### config.mk
export PLATFORM = sky130hd
export DESIGN_NAME = uart_tx
export DESIGN_NICKNAME = d
export VERILOG_FILES = /design/src/rtl/uart_pkg.sv /design/src/rtl/uart_bit_timer.sv /design/src/rtl/uart_tx.sv
export SDC_FILE = /design/constraint.sdc
export NUM_CORES = 1
export LEC_CHECK = 0
export ABC_AREA = 1
export BUFFER_PORTS_ARGS = -buffer_cell sky130_fd_sc_hd__buf_2
export CAP_MARGIN = 20
export CORE_MARGIN = 2
export CORE_UTILIZATION = 35
export CTS_CLUSTER_SIZE = 28
export DETAILED_ROUTE_END_ITERATION = 10
export PLACE_DENSITY = 0.5
export SYNTH_ARGS = -nofsm -noshare
export SYNTH_HDL_FRONTEND = slang
export SYNTH_SLANG_ARGS = --single-unit
export TNS_END_PERCENT = 5
### constraint.sdc
create_clock -name clk -period 6.1 [get_ports clk]
set_clock_uncertainty 0.05 [all_clocks]
set_input_delay 0.915 -clock clk [delete_from_list [all_inputs] [get_ports clk]]
set_output_delay 0.915 -clock clk [all_outputs]
set_load 0.01 [all_outputs]
### src/rtl/uart_pkg.sv
// uart_pkg: definitions shared by the UART transmit and receive blocks.
//   UART_DATA_WIDTH : data bits carried per frame
//   MIN_BAUD_DIV    : smallest usable clk-cycles-per-bit; smaller divisors are clamped to it
//   tx_state_e      : transmit FSM state encoding
//   parity_bit()    : parity bit for a data word (even or odd)
package uart_pkg;

  localparam int UART_DATA_WIDTH = 8;
  localparam int MIN_BAUD_DIV    = 2;

  typedef enum logic [2:0] {
    TX_IDLE   = 3'd0,
    TX_FETCH  = 3'd1,
    TX_START  = 3'd2,
    TX_DATA   = 3'd3,
    TX_PARITY = 3'd4,
    TX_STOP   = 3'd5
  } tx_state_e;

  // Even parity makes the total count of ones even; odd inverts that bit.
  function automatic logic parity_bit(input logic [UART_DATA_WIDTH-1:0] data,
                                      input logic                       odd);
    return (^data) ^ odd;
  endfunction

endpackage

### src/rtl/uart_bit_timer.sv
// uart_bit_timer: loadable down-counter that marks the last cycle of each bit period.
//   clk, rst_n : clock, asynchronous active-low reset
//   load       : reload the counter with period-1 (starts a new bit)
//   period     : clk cycles per bit, must be >= 1
//   tick       : high in the final cycle of the current bit
module uart_bit_timer
  import uart_pkg::*;
#(
  parameter int DIV_WIDTH = 16
) (
  input  logic                 clk,
  input  logic                 rst_n,
  input  logic                 load,
  input  logic [DIV_WIDTH-1:0] period,
  output logic                 tick
);

  logic [DIV_WIDTH-1:0] cnt;

  // Holds at zero once expired, so an idle timer keeps ticking harmlessly.
  always_ff @(posedge clk or negedge rst_n) begin
    if (!rst_n) begin
      cnt <= '0;
    end else if (load) begin
      cnt <= period - DIV_WIDTH'(1);
    end else if (cnt != '0) begin
      cnt <= cnt - DIV_WIDTH'(1);
    end
  end

  assign tick = (cnt == '0);

endmodule

### src/rtl/uart_tx.sv
// uart_tx: UART transmit serializer fed from a synchronous FIFO.
//   clk, rst_n    : clock, asynchronous active-low reset
//   enable        : allow new frames to start (a running frame always completes)
//   baud_div      : clk cycles per bit, 0 and 1 behave as 2
//   parity_en     : append a parity bit
//   parity_odd    : 1 = odd parity, 0 = even parity
//   two_stop      : 1 = two stop bits, 0 = one
//   fifo_empty    : FIFO empty flag
//   fifo_rd_en    : FIFO pop strobe (combinational, IDLE only)
//   fifo_rd_data  : FIFO read data, valid the cycle after fifo_rd_en
//   txd           : serial output, idle high, registered
//   busy          : high from FETCH through the last stop cycle
//   tx_done       : one-cycle pulse in the final cycle of the last stop bit
// Frame: start(0), DATA_WIDTH data bits LSB first, optional parity, 1 or 2 stop bits.
module uart_tx
  import uart_pkg::*;
#(
  parameter int DATA_WIDTH = 8,
  parameter int DIV_WIDTH  = 16
) (
  input  logic                  clk,
  input  logic                  rst_n,
  input  logic                  enable,
  input  logic [DIV_WIDTH-1:0]  baud_div,
  input  logic                  parity_en,
  input  logic                  parity_odd,
  input  logic                  two_stop,
  input  logic                  fifo_empty,
  output logic                  fifo_rd_en,
  input  logic [DATA_WIDTH-1:0] fifo_rd_data,
  output logic                  txd,
  output logic                  busy,
  output logic                  tx_done
);

  localparam logic [2:0] ST_IDLE   = TX_IDLE;
  localparam logic [2:0] ST_FETCH  = TX_FETCH;
  localparam logic [2:0] ST_START  = TX_START;
  localparam logic [2:0] ST_DATA   = TX_DATA;
  localparam logic [2:0] ST_PARITY = TX_PARITY;
  localparam logic [2:0] ST_STOP   = TX_STOP;

  localparam int                   BIT_CNT_W = $clog2(DATA_WIDTH) + 1;
  localparam logic [BIT_CNT_W-1:0] LAST_BIT  = BIT_CNT_W'(DATA_WIDTH - 1);

  function automatic logic [DIV_WIDTH-1:0] clamp_div(input logic [DIV_WIDTH-1:0] div);
    return (div < DIV_WIDTH'(MIN_BAUD_DIV)) ? DIV_WIDTH'(MIN_BAUD_DIV) : div;
  endfunction

  logic [2:0]            state;
  logic [BIT_CNT_W-1:0]  bit_cnt;
  logic                  stop_cnt;

  logic [DATA_WIDTH-1:0] shift;
  logic [DIV_WIDTH-1:0]  div_q;
  logic                  par_en_q;
  logic                  two_stop_q;
  logic                  parity_q;

  logic [DIV_WIDTH-1:0]  period;
  logic                  tick;
  logic                  load;
  logic                  in_bit;
  logic                  last_stop;

  // Pops happen only from IDLE; gating with rst_n keeps the strobe low while held in reset.
  assign fifo_rd_en = rst_n && (state == ST_IDLE) && enable && !fifo_empty;
  assign busy       = (state != ST_IDLE);

  assign in_bit    = (state == ST_START) || (state == ST_DATA) ||
                     (state == ST_PARITY) || (state == ST_STOP);
  assign last_stop = !two_stop_q || stop_cnt;
  assign tx_done   = (state == ST_STOP) && tick && last_stop;

  // FETCH starts the START bit timer from the live divisor, since div_q is
  // only being captured on that same edge; every later bit uses div_q.
  assign load   = (state == ST_FETCH) || (in_bit && tick);
  assign period = (state == ST_FETCH) ? clamp_div(baud_div) : div_q;

  uart_bit_timer #(
    .DIV_WIDTH (DIV_WIDTH)
  ) u_bit_timer (
    .clk    (clk),
    .rst_n  (rst_n),
    .load   (load),
    .period (period),
    .tick   (tick)
  );

  // Frame data and latched configuration: captured in FETCH, not reset.
  always_ff @(posedge clk) begin
    if (state == ST_FETCH) begin
      shift      <= fifo_rd_data;
      div_q      <= clamp_div(baud_div);
      par_en_q   <= parity_en;
      two_stop_q <= two_stop;
      parity_q   <= parity_bit(fifo_rd_data, parity_odd);
    end else if ((state == ST_DATA) && tick) begin
      shift <= shift >> 1;
    end
  end

  // Control FSM. txd is registered, so each branch drives the value for the
  // state being entered on this edge.
  always_ff @(posedge clk or negedge rst_n) begin
    if (!rst_n) begin
      state    <= ST_IDLE;
      txd      <= 1'b1;
      bit_cnt  <= '0;
      stop_cnt <= 1'b0;
    end else begin
      case (state)
        ST_IDLE: begin
          txd <= 1'b1;
          if (fifo_rd_en) begin
            state <= ST_FETCH;
          end
        end
        ST_FETCH: begin
          state    <= ST_START;
          txd      <= 1'b0;
          bit_cnt  <= '0;
          stop_cnt <= 1'b0;
        end
        ST_START: begin
          if (tick) begin
            state <= ST_DATA;
            txd   <= shift[0];
          end
        end
        ST_DATA: begin
          if (tick) begin
            if (bit_cnt == LAST_BIT) begin
              if (par_en_q) begin
                state <= ST_PARITY;
                txd   <= parity_q;
              end else begin
                state <= ST_STOP;
                txd   <= 1'b1;
              end
            end else begin
              bit_cnt <= bit_cnt + BIT_CNT_W'(1);
              txd     <= shift[1];
            end
          end
        end
        ST_PARITY: begin
          if (tick) begin
            state <= ST_STOP;
            txd   <= 1'b1;
          end
        end
        ST_STOP: begin
          txd <= 1'b1;
          if (tick) begin
            if (last_stop) begin
              state <= ST_IDLE;
            end else begin
              stop_cnt <= 1'b1;
            end
          end
        end
        default: begin
          state <= ST_IDLE;
          txd   <= 1'b1;
        end
      endcase
    end
  end

endmodule
==> summary.md <==
| Metric | Value |
|---|---|
| Post-Syn Instances | `408` |
| Yosys cell types | `39` |
| Synthesized cell area | `3094 um^2` |
| Setup TNS | `0 ns` |
| Worst Setup End Kind | `flip-flop` |
| Clk_lat worst skew | `0.31 ns` |
| Mapped Nets | `442` |
| Yosys warns | `0` |
| Worst setup SP type | `flip-flop` |
| Post-CTS Repair Setup Buffers | `0` |
| Worst Hold Class | `flip-flop to flip-flop` |
| Status | `completed` |
| Cts hold-fix bufs | `0` |
| Gpl congestion | `0.8447` |
| Final Util | `0.3925` |
| Fillers | `926` |
| Unrepaired setup endpoints after global routing | `false` |
| Post-CTS Resized | `0` |
| Dpl ws | `3.106 ns` |
| Clock power share | `0.112` |
| Longest Clk Path Bufs | `2` |
| CP most frequent cell | `nand2_1` |
| H-tree levels | `2` |
| Tmin final | `2.965 ns` |
| Reg2Reg Depth | `16` |
| Ports | `35` |
| DRT Wirelength | `6.970 mm` |
| Vias in the first global route | `2,555` |
| Fraction of layout cells with a size suffix above 1 | `0.2114` |
| Final setup fails | `0` |
| Hpwl dp | `5.161 mm` |
| Hold Crit Depth | `2` |
| CTS Buf Count | `5` |
| Vias | `2,559` |
| Area leader, netlist | `dfrtp_1` |
| Max-slew headroom | `0.5631` |
| Clock slew at reported path FFs | `0.10 ns` |
| Worst path slowest cell | `nand2_4` |
| Net Sw Power | `0.0008484 W` |
| Seq cells post-synth | `52` |
| Leak Pwr | `1.607 nW` |
| Cell internal pwr | `0.0009302 W` |
| Core Box Area | `8636 um^2` |
| Crit path DAT | `3.09 ns` |
| Crit-path cells | `inv_2 > nor2_4 > nand2_4 > inv_2 > or2_1 > nand2_1 > nand2_1 > nand2_2 > ha_1 > nand3_4 > nor2_4 > inv_2 > nor2_4 > nand2_1 > nand2_1 > a21oi_2` |
| Fin area | `3390 um^2` |
| # diodes | `0` |
| First-pass DRT Iterations | `4` |
| TritonCTS clock tree | `done` |
| First-pass GRT wire length | `12.31 mm` |
| Max cap viols | `0` |
| Crit-path max FO | `49` |
| Fin. Hold Viols | `0` |
| Post-DR vias/cell | `4.670` |
| Grt ovf | `0` |
| Data required, critical path | `6.22 ns` |
| Slew @ Worst Pin | `0.6553 ns` |
| Initial Util | `0.3583` |
| Largest net degree at the start of global routing | `50` |
| Die area | `9609 um^2` |
| Crit Path Class | `flip-flop to flip-flop` |
| DP Area | `3306 um^2` |
| Seq/Total Area, Yosys | `0.4129` |
| Final ANT Viol Nets | `0` |
| Average cell area after synthesis | `7.584 um^2` |
| Initial DRC Count | `110` |
| Row count | `34` |
| Pwr per Cell Area | `524.7 nW/um^2` |
| Placed instance count | `540` |
| Clk root buf | `clkbuf_8` |
| Routed len/inst | `12.72 um` |
| Syn-to-layout area delta | `9.543%` |
| Final #Nets | `473` |
| Setup ws final | `3.135 ns` |
| Fmax | `337.3 MHz` |
| Sw Share | `0.4770` |
| Die width | `98.03 um` |
| Flop pwr share | `0.327` |
| Finished Layout Cells | `548` |
| Gate power share | `0.561` |
| Overall routing resource usage | `0.1574` |
| Final Cycle Share | `0.4861` |
| Clk sinks | `52` |
| Initial antenna violation count | `0` |
| IO Port Bufs | `34` |
| Max stage delay on crit path | `0.42 ns` |
| Reg2Reg Setup Slack | `3.13 ns` |
| Synth area leaders | `dfrtp_1 19%, nand2_1 15%, edfxtp_1 11%, dfxtp_1 10%, nor2_1 5.6%` |
| IR drop worst, VDD | `0.1278 mV` |
| Die Ht | `98.03 um` |
| Max Slew Vio Count | `0` |
| DRC | `0` |
| Synth top area share | `0.1941` |
critical path, delay by kind of cell, from the launching register on:
family,cells,cell delay (ns)
flip-flops,1,0.41
adder cells (fa/ha/maj),1,0.22
buffers and inverters,3,0.54
AO/OA/AOI/OAI,1,0.05
AND/OR/NAND/NOR,11,1.54
registers in the layout, indices dropped and copies added, names as in the netlist:
signal           count
two_stop_q           1
state                3
txd                  1
par_en_q             1
bit_cnt              4
div_q               16
u_bit_timer.cnt     16
parity_q             1
shift                8
stop_cnt             1
area by class of cell:
type	count	area, um^2	share of cell area
Timing Repair Buffer	35	175.2	0.05168
Clock inverter	2	11.26	0.003322
Clock buffer	6	72.57	0.02141
Inverter	46	172.7	0.05094
Multi-Input combinational cell	299	1545	0.4559
Tap cell	108	135.1	0.03987
Sequential cell	52	1277	0.3769
worst paths after layout:
| path | startpoint | endpoint |
|---|---|---|
| max | state[0] | u_bit_timer.cnt[10] |
| min | div_q[5] | div_q[5] |
| max reg2reg | state[0] | u_bit_timer.cnt[10] |
| min reg2reg | div_q[5] | div_q[5] |
| min in group asynchronous | rst_n | u_bit_timer.cnt[3] |
| max in group asynchronous | rst_n | u_bit_timer.cnt[10] |
through the flow:
| stage | power, W | hold slack, ns |
|---|---|---|
| floorplan | 0.001416 | 0.3727 |
| global placement | 0.001586 | 0.3840 |
| detailed placement | 0.001595 | 0.3863 |
| CTS | 0.001800 | 0.4125 |
| global route | 0.001970 | 0.4317 |
| finish | 0.001779 | 0.4121 |
placed cells by master, fill, tap and decap left out, drive strengths merged:
master | netlist | routed
nand3b | 6 | 6
dfxtp | 16 | 16
and2 | 1 | 1
nor2 | 59 | 59
or2 | 3 | 3
xor2 | 5 | 5
clkinvlp | 0 | 1
a21boi | 1 | 1
edfxtp | 11 | 11
a31oi | 1 | 1
nand3 | 25 | 25
and3 | 1 | 1
dfrtp | 24 | 24
nand4 | 3 | 3
dfstp | 1 | 1
clkinv | 0 | 1
o21ai | 15 | 15
a21oi | 19 | 19
clkbuf | 2 | 6
nor3 | 9 | 9
ha | 3 | 3
nand2 | 142 | 142
a211oi | 1 | 1
inv | 46 | 46
xnor2 | 5 | 5
buf | 9 | 35
cell families after synthesis:
logic type,synth area share
AND/OR/NAND/NOR,0.3922
flip-flops,0.4129
AO/OA/AOI/OAI,0.06672
buffers and inverters,0.08774
adder cells (fa/ha/maj),0.01213
XOR/XNOR,0.02830
metal layers:
metal  global-route usage  up-vias  wire length, um
met5                    0        -                0
met4              0.04167        0               86
met3              0.02577        9              266
met2               0.2455       39             3039
met1               0.2274     1171             3577
li1                     -     1340                -
cells in the mapped netlist:
library cell,count
and3_1,1
buf_6,5
o21ai_2,2
nor3_4,1
or2_2,2
a21boi_2,1
o21ai_1,1
nand3_4,3
and2_1,1
dfxtp_1,16
a211oi_1,1
a21oi_1,18
buf_2,1
nand3_2,4
buf_4,2
dfrtp_1,24
inv_2,5
nand3_1,18
edfxtp_1,11
nor3_1,8
nand3b_1,6
buf_8,1
nand2_1,123
nor2_2,7
a21oi_2,1
ha_1,3
dfstp_2,1
nand2_4,3
a31oi_1,1
nor2_4,6
nor2_1,46
inv_1,41
nand2_2,16
or2_1,1
nand4_1,3
xnor2_1,5
xor2_1,5
clkbuf_1,2
o21ai_0,12
power groups by stage:
stage,Combinational (W),Sequential [W],Clock [W]
2_1_floorplan,0.000840,0.000576,0
3_3_place_gp,0.000998,0.000588,0
3_5_place_dp,0.00101,0.000590,0
4_1_cts,0.00101,0.000582,0.000207
5_1_grt,0.00115,0.000599,0.000222
6_report,0.000998,0.000581,0.000199
Power figures use the tool's default switching activity.
